**src/rtl/dm_access_ctrl_pkg.sv**
```systemverilog
// Shared encodings for the data-memory access controller: access sizes,
// controller states and the default decoded address width.
package dm_access_ctrl_pkg;

    localparam logic [1:0] SZ_BYTE = 2'b00;
    localparam logic [1:0] SZ_HALF = 2'b01;
    localparam logic [1:0] SZ_WORD = 2'b10;

    localparam int MEM_ADDR_BITS_DEF = 10;

    typedef enum logic [1:0] {
        ST_IDLE   = 2'd0,
        ST_ACCESS = 2'd1,
        ST_WRITE  = 2'd2,
        ST_RESP   = 2'd3
    } state_t;

endpackage

```
**src/rtl/dm_access_ctrl_lane.sv**
```systemverilog
// Combinational lane logic: pulls a byte/halfword lane out of a memory word with
// sign or zero extension, and merges store data into a word for read-modify-write.
module dm_lane_unit
    import dm_access_ctrl_pkg::*;
(
    input  logic [1:0]  size,
    input  logic        sgn,
    input  logic [1:0]  offset,
    input  logic [31:0] rd_word,
    input  logic [31:0] base_word,
    input  logic [31:0] wdata,
    output logic [31:0] ext_data,
    output logic [31:0] merged
);

    logic [7:0]  lane_b;
    logic [15:0] lane_h;

    always_comb begin
        lane_b   = rd_word[{offset, 3'b000} +: 8];
        lane_h   = rd_word[{offset[1], 4'b0000} +: 16];
        ext_data = rd_word;
        merged   = base_word;
        case (size)
            SZ_BYTE: begin
                ext_data = sgn ? {{24{lane_b[7]}}, lane_b} : {24'd0, lane_b};
                merged[{offset, 3'b000} +: 8] = wdata[7:0];
            end
            SZ_HALF: begin
                ext_data = sgn ? {{16{lane_h[15]}}, lane_h} : {16'd0, lane_h};
                merged[{offset[1], 4'b0000} +: 16] = wdata[15:0];
            end
            default: begin
                ext_data = rd_word;
                merged   = wdata;
            end
        endcase
    end

endmodule

```
**src/rtl/dm_access_ctrl.sv**
```systemverilog
// MEM-stage data memory controller: one request at a time, sub-word stores done
// as aligned read-modify-write, response held until the consumer takes it.
module dm_access_ctrl
    import dm_access_ctrl_pkg::*;
#(
    parameter int MEM_ADDR_BITS = MEM_ADDR_BITS_DEF,
    parameter int DATA_W        = 32
) (
    input  logic              clk,
    input  logic              rst,
    input  logic              req_valid,
    output logic              req_ready,
    input  logic              req_we,
    input  logic [1:0]        req_size,
    input  logic              req_signed,
    input  logic [31:0]       req_addr,
    input  logic [DATA_W-1:0] req_wdata,
    output logic              resp_valid,
    input  logic              resp_ready,
    output logic [DATA_W-1:0] resp_rdata,
    output logic              resp_err,
    output logic [31:0]       dm_addr,
    output logic              dm_wren,
    output logic [DATA_W-1:0] dm_wdata,
    input  logic [DATA_W-1:0] dm_rdata,
    output logic [1:0]        dbg_state
);

    // Handshakes: a transfer happens on a rising edge where valid and ready are
    // both high; the requester holds its request stable until accepted.
    state_t      state_q, state_d;
    logic        we_q, sgn_q, err_q;
    logic [1:0]  size_q;
    logic [31:0] addr_q, wdata_q, rdata_q, merge_q;
    logic [31:0] ext_data, merged;
    logic [31:0] addr_aligned;
    logic        req_err;

    assign addr_aligned = {addr_q[31:2], 2'b00};
    assign req_err = (req_size == 2'b11)
                   || (req_size == SZ_HALF && req_addr[0])
                   || (req_size == SZ_WORD && req_addr[1:0] != 2'b00)
                   || ((req_addr >> MEM_ADDR_BITS) != 32'd0);

    dm_lane_unit u_lane (
        .size      (size_q),
        .sgn       (sgn_q),
        .offset    (addr_q[1:0]),
        .rd_word   (dm_rdata),
        .base_word (merge_q),
        .wdata     (wdata_q),
        .ext_data  (ext_data),
        .merged    (merged)
    );

    always_ff @(posedge clk or posedge rst) begin
        if (rst) begin
            state_q <= ST_IDLE;
            we_q    <= 1'b0;
            sgn_q   <= 1'b0;
            err_q   <= 1'b0;
            size_q  <= 2'b00;
            addr_q  <= '0;
            wdata_q <= '0;
            rdata_q <= '0;
            merge_q <= '0;
        end else begin
            state_q <= state_d;
            case (state_q)
                ST_IDLE: if (req_valid) begin
                    we_q    <= req_we;
                    sgn_q   <= req_signed;
                    size_q  <= req_size;
                    addr_q  <= req_addr;
                    wdata_q <= req_wdata;
                    err_q   <= req_err;
                    rdata_q <= '0;
                end
                ST_ACCESS: begin
                    if (!we_q) rdata_q <= ext_data;
                    else       merge_q <= dm_rdata;
                end
                default: ;
            endcase
        end
    end

    // Memory outputs are decoded from state alone so reset kills dm_wren at once.
    always_comb begin
        state_d    = state_q;
        req_ready  = 1'b0;
        resp_valid = 1'b0;
        dm_wren    = 1'b0;
        dm_wdata   = '0;
        dm_addr    = '0;
        case (state_q)
            ST_IDLE: begin
                req_ready = 1'b1;
                if (req_valid) state_d = req_err ? ST_RESP : ST_ACCESS;
            end
            ST_ACCESS: begin
                dm_addr = addr_aligned;
                if (we_q && size_q == SZ_WORD) begin
                    dm_wren  = 1'b1;
                    dm_wdata = wdata_q;
                end
                state_d = (we_q && size_q != SZ_WORD) ? ST_WRITE : ST_RESP;
            end
            ST_WRITE: begin
                dm_addr  = addr_aligned;
                dm_wren  = 1'b1;
                dm_wdata = merged;
                state_d  = ST_RESP;
            end
            ST_RESP: begin
                dm_addr    = addr_aligned;
                resp_valid = 1'b1;
                if (resp_ready) state_d = ST_IDLE;
            end
            default: state_d = ST_IDLE;
        endcase
    end

    assign resp_rdata = resp_valid ? rdata_q : '0;
    assign resp_err   = resp_valid & err_q;
    assign dbg_state  = state_q;

endmodule

```
**config.mk**
```make
export PLATFORM = sky130hd
export DESIGN_NAME = dm_access_ctrl
export DESIGN_NICKNAME = d
export VERILOG_FILES = /design/src/rtl/dm_access_ctrl_pkg.sv /design/src/rtl/dm_access_ctrl_lane.sv /design/src/rtl/dm_access_ctrl.sv
export SDC_FILE = /design/constraint.sdc
export NUM_CORES = 1
export LEC_CHECK = 0
export BUFFER_PORTS_ARGS = -buffer_cell sky130_fd_sc_hd__buf_2
export CORE_MARGIN = 5
export CORE_UTILIZATION = 57
export DETAILED_ROUTE_END_ITERATION = 8
export GPL_TIMING_DRIVEN = 0
export HOLD_SLACK_MARGIN = 0.12
export PLACE_DENSITY = 0.86
export SYNTH_ARGS = -nofsm -noshare
export SYNTH_HDL_FRONTEND = slang
export SYNTH_SLANG_ARGS = --single-unit
```
**constraint.sdc**
```tcl
create_clock -name clk -period 7.8 [get_ports clk]
set_clock_uncertainty 0.2 [all_clocks]
set_input_delay 0 -clock clk [delete_from_list [all_inputs] [get_ports clk]]
set_output_delay 0 -clock clk [all_outputs]
set_load 0.05 [all_outputs]
```
==> metrics <==
status=finished, final reports clean; hpwl dp=roughly 17000 µm; DIE HEIGHT=approximately 120 µm; post-synth top area cell=dfrtp_1; crit-path max FO=10; sequential share of the synthesized area=a little under half; CTS Buf Count=17; TNS Setup=0 ps; Starting Density=58.6%; chip width=125 µm; GRT overflow=0; P&R area growth vs syn=38.5%; crit-path cells=buf_4, clkbuf_1, clkbuf_1, inv_1, ha_1, nor4_1, o21ai_0, a21oi_1, buf_2; overall global routing resource usage=34.5%; maxcap violations=0; GP Congestion=approximately 0.93; CP bufs+invs=5; core area=between 10000 and 15000 µm²; hold path startpoint=req_wdata[2]; leakage power=about 4.8 nW; reg2reg end=rdata_q[16]; commonest non-fill, non-tap cell in the layout=buf_2; IO Pins=between 200 and 250; R2R Setup Slk=between 4000 and 5000 ps; EDFF count, synth=0; port bufs=~200; CTS tree=built; Final min period=about 4400 ps; Hold Buf Count CTS=approximately 100; Skew-Pair Late Insertion Delay=420 ps; Initial DRC Count=between 1000 and 1500; period utilization=between 50 and 60%; DRC=0; clk slew on worst S/H paths=60 ps; Cell Area, Synth=7490 µm²; WHS=138 ps; Syn Area/Cell=~11 µm²; most frequent cells in the layout=buf_2, dfrtp_1, mux2_2; Final Slew Violations=0; Yosys cell types=49; Antenna Diode Count=0; count of final setup violators=0; post-CTS setup buffers=0; antenna violations before repair=0; row cnt=41; post-route ant nets=0; drt via density=6.24; Final Worst Setup Slack=3370 ps; Worst Setup End Kind=output port; vias after detailed routing=between 7000 and 8000; hold path cells=3; final WL=26900 µm; RSZ-0062 raised after global routing=false; Main synth FF type=dfrtp_1; Async SR Flop Fraction=100%; Crit Path Class=flip-flop to output port; Avg WL per Cell=~22 µm; Non-Filler Instances=approximately 1200; reg2reg start=dbg_state[0]; share of the synthesized area in the top cell type=45.1%; CP top delay family=buffers and inverters; synthesis warning total=0; Mapped Cells=701; post_cts resized=0; clock tree buffer depth=2; CP dominant cell by count=clkbuf_1; pin count of the biggest net entering global routing=70; crit path DAT=around 4200 ps; PwrDens=between 400 and 500 nW/µm²; post-placement cell count=1078; Max IR drop VDD=roughly 420 µV; Setup crit start kind=flip-flop; slew margin rel.=29.1%; Worst-Margin Slew=1050 ps; final hold viol count=0; Die ar.=about 16000 µm²; number of fill cells=about 710; H-Tree Depth=4; first-pass GRT wire length=roughly 43000 µm; Pre-antenna DRT Iters=8; CP max-delay cell=nor4_1; Clock Sinks=around 140; final core utilization=81.2%; fmax=about 230 MHz; hold path endpoint=wdata_q[2]; setup slack at placement=roughly 4000 ps; nets=1142; Worst Hold Class=primary input to flip-flop; fraction of layout cells with a size suffix above 1=approximately 37%; R2R depth=8; CP peak stage delay=~920 ps; vias in the first global route=approximately 7800; Seq cells post-synth=approximately 140; root buffer cell=clkbuf_16; CP required=between 7000 and 8000 ps; largest cells by area after synthesis=dfrtp_1, mux2_2, a21oi_1
## worst min-delay path: stages
cell and delay, ps:
dlygate4sd3_1 510, buf_2 90, mux2_2 130
## state kept, by name, indices dropped and copies added (netlist names)
| signal | count |
|---|---|
| wdata_q | 32 |
| we_q | 1 |
| merge_q | 32 |
| err_q | 1 |
| size_q | 2 |
| rdata_q | 32 |
| addr_q | 32 |
| dbg_state | 2 |
| sgn_q | 1 |
## final cells by class
type | count | area, µm² | share of cell area [%]
multi-input combinational | 504 | 3830 | 36.9
sequential | 135 | 3380 | 32.6
timing repair buffer | 308 | 2080 | 20.1
clock buffer | 19 | 453 | 4.37
buffer | 54 | 250 | 2.41
tap | 172 | 215 | 2.08
clock inverter | 13 | 123 | 1.18
inverter | 9 | 38.8 | 0.374
## synthesized netlist by cell type (all sizes together), types with 8 or more instances
cell,number
ha,9
nor2b,36
nand2b,20
a22oi,16
and2,36
a221oi,8
o21ai,47
mux2,108
dfrtp,135
nand4,10
inv,9
nand2,39
a21oi,52
nor2,23
nor3b,17
clkbuf,31
buf,23
a221o,39
## power by group
| group | internal (mW) | switching, mW |
|---|---|---|
| registers | 1.04 | 0.303 |
| logic | 0.993 | 1.85 |
| clock network | 0.457 | 0.329 |
| total | 2.49 | 2.49 |
## metal layers
layer / GRT usage (%) / vias to the layer above / share of wire [%]
li1: - / 3238 / -
met1: 41.7 / 3605 / 36
met2: 56.2 / 577 / 48
met3: 9.73 / 152 / 10
met4: 18.2 / 0 / 5.9
met5: 0 / - / 0
## cell families after synthesis
logic type | Yosys count | synth area share [%]
mux | 114 | 17.0
buf+inv | 63 | 3.79
simple gates | 199 | 15.3
flops | 135 | 45.1
compound gates | 180 | 17.2
other cells | 1 | 0.0501
fa+ha+maj | 9 | 1.50
## through the flow
step	area (µm²)	power (mW)
after floorplan	7490	3.33
after global placement	8720	3.96
after detailed placement	8750	4.02
after CTS	10400	4.85
after global routing	10400	5.20
final	10400	4.98
## how the worst max path moves through the flow
stage                          from     endpoint  slack (ps)  cells past startpoint
after global routing      addr_q[1]  dm_wdata[6]        3130                      9
after CTS                 addr_q[1]  dm_wdata[7]        3510                      9
after floorplan                 rst    addr_q[0]        3990                      1
after detailed placement  addr_q[1]  dm_wdata[7]        4040                      9
final                     addr_q[1]  dm_wdata[7]        3370                      9
after global placement          rst  wdata_q[19]        2570                      2
Note: power is estimated with default switching activity, not from simulation.
